File: src/rtl/clkmeas.sv
// clkmeas: measures the period of an asynchronous clock/strobe (ckin) in
// local clock cycles, averaged over Average periods. Recovers the divide
// ratio of a divided or external clock (baud autodetect, clock sanity).
module clkmeas #(
  parameter int MaxPeriod = 65535,
  parameter int Average   = 4,
  localparam int Q = $clog2(MaxPeriod + 1),
  localparam int A = $clog2(Average)
) (
  input  logic         clock,
  input  logic         reset,
  input  logic         ckena,
  input  logic         ckin,
  output logic [Q-1:0] period,
  output logic         valid,
  output logic         stb,
  output logic         stale
);

  // index needs at least one bit even when Average = 1 (it then stays 0)
  localparam int NW = (A > 0) ? A : 1;
  localparam int AW = Q + A;
  localparam logic [Q-1:0]  MAXP  = Q'(MaxPeriod);
  localparam logic [NW-1:0] NLAST = NW'(Average - 1);

  generate
    if (MaxPeriod < 4) begin : g_bad_maxperiod
      $error("clkmeas: MaxPeriod must be >= 4");
    end
    if (Average < 1 || (Average & (Average - 1)) != 0) begin : g_bad_average
      $error("clkmeas: Average must be a power of two >= 1");
    end
  endgenerate

  typedef enum logic {IDLE, RUN} state_t;

  state_t          state_q, state_d;
  logic            s1, s2, s3;
  logic            rise;
  logic [Q-1:0]    cnt_q, cnt_d;
  logic [AW-1:0]   acc_q, acc_d;
  logic [NW-1:0]   n_q, n_d;
  logic [Q-1:0]    period_d;
  logic            valid_d, stb_d, stale_d;
  logic [AW-1:0]   sum;

  // Synchroniser plus edge flop; free-running so ckena never corrupts it.
  always_ff @(posedge clock or negedge reset) begin
    if (!reset) begin
      s1 <= 1'b0;
      s2 <= 1'b0;
      s3 <= 1'b0;
    end else begin
      s1 <= ckin;
      s2 <= s1;
      s3 <= s2;
    end
  end

  assign rise = s2 & ~s3;
  // running total including the period that is closing on this rise
  assign sum  = acc_q + AW'(cnt_q);

  // Next-state, counter/accumulator and output decode.
  always_comb begin
    state_d  = state_q;
    cnt_d    = cnt_q;
    acc_d    = acc_q;
    n_d      = n_q;
    period_d = period;
    valid_d  = valid;
    stb_d    = 1'b0;
    stale_d  = 1'b0;
    if (ckena) begin
      if (rise)
        cnt_d = Q'(1);
      else if (cnt_q != MAXP)
        cnt_d = cnt_q + 1'b1;
      case (state_q)
        IDLE: begin
          if (rise) begin
            acc_d   = '0;
            n_d     = '0;
            state_d = RUN;
          end
        end
        RUN: begin
          // a rise on the saturation cycle is a legal MaxPeriod sample
          if (rise) begin
            if (n_q == NLAST) begin
              period_d = Q'(sum >> A);
              stb_d    = 1'b1;
              valid_d  = 1'b1;
              acc_d    = '0;
              n_d      = '0;
            end else begin
              acc_d = sum;
              n_d   = n_q + 1'b1;
            end
          end else if (cnt_q == MAXP) begin
            state_d  = IDLE;
            period_d = '0;
            valid_d  = 1'b0;
            stale_d  = valid;
          end
        end
        default: state_d = IDLE;
      endcase
    end
  end

  // Measurement state and registered outputs.
  always_ff @(posedge clock or negedge reset) begin
    if (!reset) begin
      state_q <= IDLE;
      cnt_q   <= '0;
      acc_q   <= '0;
      n_q     <= '0;
      period  <= '0;
      valid   <= 1'b0;
      stb     <= 1'b0;
      stale   <= 1'b0;
    end else begin
      state_q <= state_d;
      cnt_q   <= cnt_d;
      acc_q   <= acc_d;
      n_q     <= n_d;
      period  <= period_d;
      valid   <= valid_d;
      stb     <= stb_d;
      stale   <= stale_d;
    end
  end

endmodule

File: config.mk
export PLATFORM = sky130hd
export DESIGN_NAME = clkmeas
export DESIGN_NICKNAME = d
export VERILOG_FILES = /design/src/rtl/clkmeas.sv
export SDC_FILE = /design/constraint.sdc
export NUM_CORES = 1
export LEC_CHECK = 0
export CORE_ASPECT_RATIO = 0.8
export CORE_MARGIN = 1
export CORE_UTILIZATION = 40
export CTS_CLUSTER_DIAMETER = 60
export DETAILED_ROUTE_END_ITERATION = 8
export SKIP_LAST_GASP = 1
export SLEW_MARGIN = 20
export SYNTH_ARGS = -nofsm -noshare
export SYNTH_HDL_FRONTEND = slang
export SYNTH_SLANG_ARGS = --single-unit
File: constraint.sdc
create_clock -name clock -period 2.6 [get_ports clock]
set_input_delay 0.39 -clock clock [delete_from_list [all_inputs] [get_ports clock]]
set_output_delay 0.39 -clock clock [all_outputs]
set_load 0.02 [all_outputs]
==> impl_metrics.ini <==
[critical_path]
slowest_delay_ps = 390
arrival_ps = 2640
slowest_stage = fa_1
worst-setup-path-type = register to register
path_max_fanout = 4
path_cells = ha_1 -> inv_1 -> fa_1 -> nand2b_1 -> a21oi_1 -> o211a_1 -> nand3_1 -> a32o_1 -> a221o_1
cp_top_family = compound AO/OA/AOI/OAI gates
endpoint_kind = register
crit_buf_inv = 1
crit_required_ps = 2830
critPathLaunchType = register

[global_routing]
grt_pass1_vias = 2355
grt_max_degree = 34
grt_overflow = 0
grt_pass1_wl_um = 12400
antenna_found_initial = 0
grt_usage = 0.200

[sta]
max-slew-margin-rel = 0.543
fin_setup_tns_ps = 0
min_period_ps = 2410
hold_viol = 0
max_freq_ghz = 0.415
worstMarginPinSlew_ps = 686
drv_slew = 0
fin_worst_skew_ps = 8.98
min_period_over_period = 0.927
rsz0062_at_grt = false
setup_violations = 0
setup_slack_ps = 191
hold_ws_ps = 66.8

[place]
gp_congestion = 0.880
portBuffers = 22
placed_cells = 459
pre_cts_ws_ps = 110
hpwl_um = 5410

[synth]
synthTopCellsByCount = dfrtp_1 (59), nand2_1 (40), a21oi_1 (25)
yosysTopAreaCell = dfrtp_1
synth_nets = 354
synth_cell_types = 48
synth_warnings = 0
synth_edf_count = 0
yosys-top-cells-area = dfrtp_1 (45%), ha_1 (6.9%), a22o_1 (5.1%)
yosysSeqAreaShare = 0.453
ys.flop_type = dfrtp_1
ys_ff_latch = 59
synth-async-reset-ratio = 1.00
synth_most_common_cell = dfrtp_1
avgSynthCellArea_um2 = 9.85
syn_inst = 331
synth_top_area_share = 0.453
synthesis.area_um2 = 3260

[cells_and_area]
num_antenna_cells = 0
area_delta_synth_final_pct = 16.7
fin_nets = 386
final_layout_size_suffix_gt1_frac = 0.0899
fin_cells = 475

[floorplan]
die_y_um = 82.8
core_um2 = 7910
ios = 23
dieWidth_um = 103
dieArea_um2 = 8520
rows = 29
initial_utilization = 0.412

[clock_tree]
worstSkewPairLatency_ps = 340
cts_hold_buf = 0
path_clk_slew_ps = 60
cts_buffers = 9
cts_tree = built
clockBufferDepth = 2
h-tree-depth = 3
cts.sinks = 59
cts-root-buf = clkbuf_8

[power]
vdd.ir_drop.worst_v = 0.000245
power.density_nw_per_um2 = 663
power_leakage_nw = 1.82
finalPower_mw = 2.52

[routing]
drtIter0Drc = 83
post_drt_via_cell_ratio = 5.31
drt_wl_total_um = 7440
wl_per_cell_um = 15.7
drc = 0
firstDrtPassIters = 4
ant_nets = 0
vias = 2521

[run]
maxCapViolations = 0

[worst_hold_path]
hold_path_class = input pin to asynchronous set/reset pin

[run_status]
status = completed
[cells by family after synthesis]
logic type               share of synthesized area
AO/OA/AOI/OAI                                0.210
adder cells (fa/ha/maj)                     0.0752
XOR/XNOR                                    0.0618
AND/OR/NAND/NOR                              0.165
buffers and inverters                       0.0292
multiplexers                               0.00652
flip-flops                                   0.453
[layer usage]
layer / GRT usage / vias to the layer above / part of all wire
li1: - / 1279 / -
met4: 0.0676 / 0 / 0.014
met3: 0.0536 / 11 / 0.052
met1: 0.304 / 1171 / 0.55
met2: 0.266 / 60 / 0.39
met5: 0 / - / 0
[sequential cells by signal, summed over array words and instances, names as in the netlist]
name	flops
acc_q	18
cnt_q	16
n_q	2
period	16
s1	1
s2	1
s3	1
stale	1
state_q	1
stb	1
valid	1
[timing repair]
item,4_1_cts,5_1_grt
setup buffers,0,1
resized for setup,0,0
setup endpoints to repair,0,1
[report_power, final]
part	internal (mW)	switching, mW
Combinational	0.313	0.372
Sequential	1.03	0.0926
Clock	0.362	0.353
Total	1.71	0.818
[through the flow]
step	area, um2	util
after global placement	3640	0.460
after detailed placement	3640	0.460
after global routing	3810	0.481
after CTS	3800	0.480
final	3810	0.481
after floorplan	3260	-
[cell type report]
cell class | count | area, um2
Sequential cell | 59 | 1480
Tap cell | 108 | 135
Clock inverter | 3 | 15.0
Fill cell | 776 | 4100
Clock buffer | 12 | 145
Inverter | 6 | 22.5
Multi-Input combinational cell | 254 | 1690
Timing Repair Buffer | 33 | 323
[placed cells by master, fill, tap and decap left out, drive strengths merged, types with 16 or more instances in the layout]
cell type	instances
nor2	20
dfrtp	59
ha	18
clkdlybuf4s50	21
xor2	16
a21oi	25
nand3	16
nand2	40
a22o	19
o21ai	20
[path summary, 6_finish.rpt]
| path | startpoint | to | slack (ps) | depth (start not counted) |
|---|---|---|---|---|
| max in group asynchronous | reset | s1 | 1930 | 2 |
| worst min register to register | s1 | s2 | 350 | 0 |
| worst min-delay path | reset | period[5] | 70 | 1 |
| worst max-delay path | acc_q[0] | acc_q[14] | 190 | 9 |
| worst max register to register | acc_q[0] | acc_q[14] | 190 | 9 |
| min in group clock | s1 | s2 | 350 | 0 |
No activity file was read; power rests on OpenSTA's default activity.
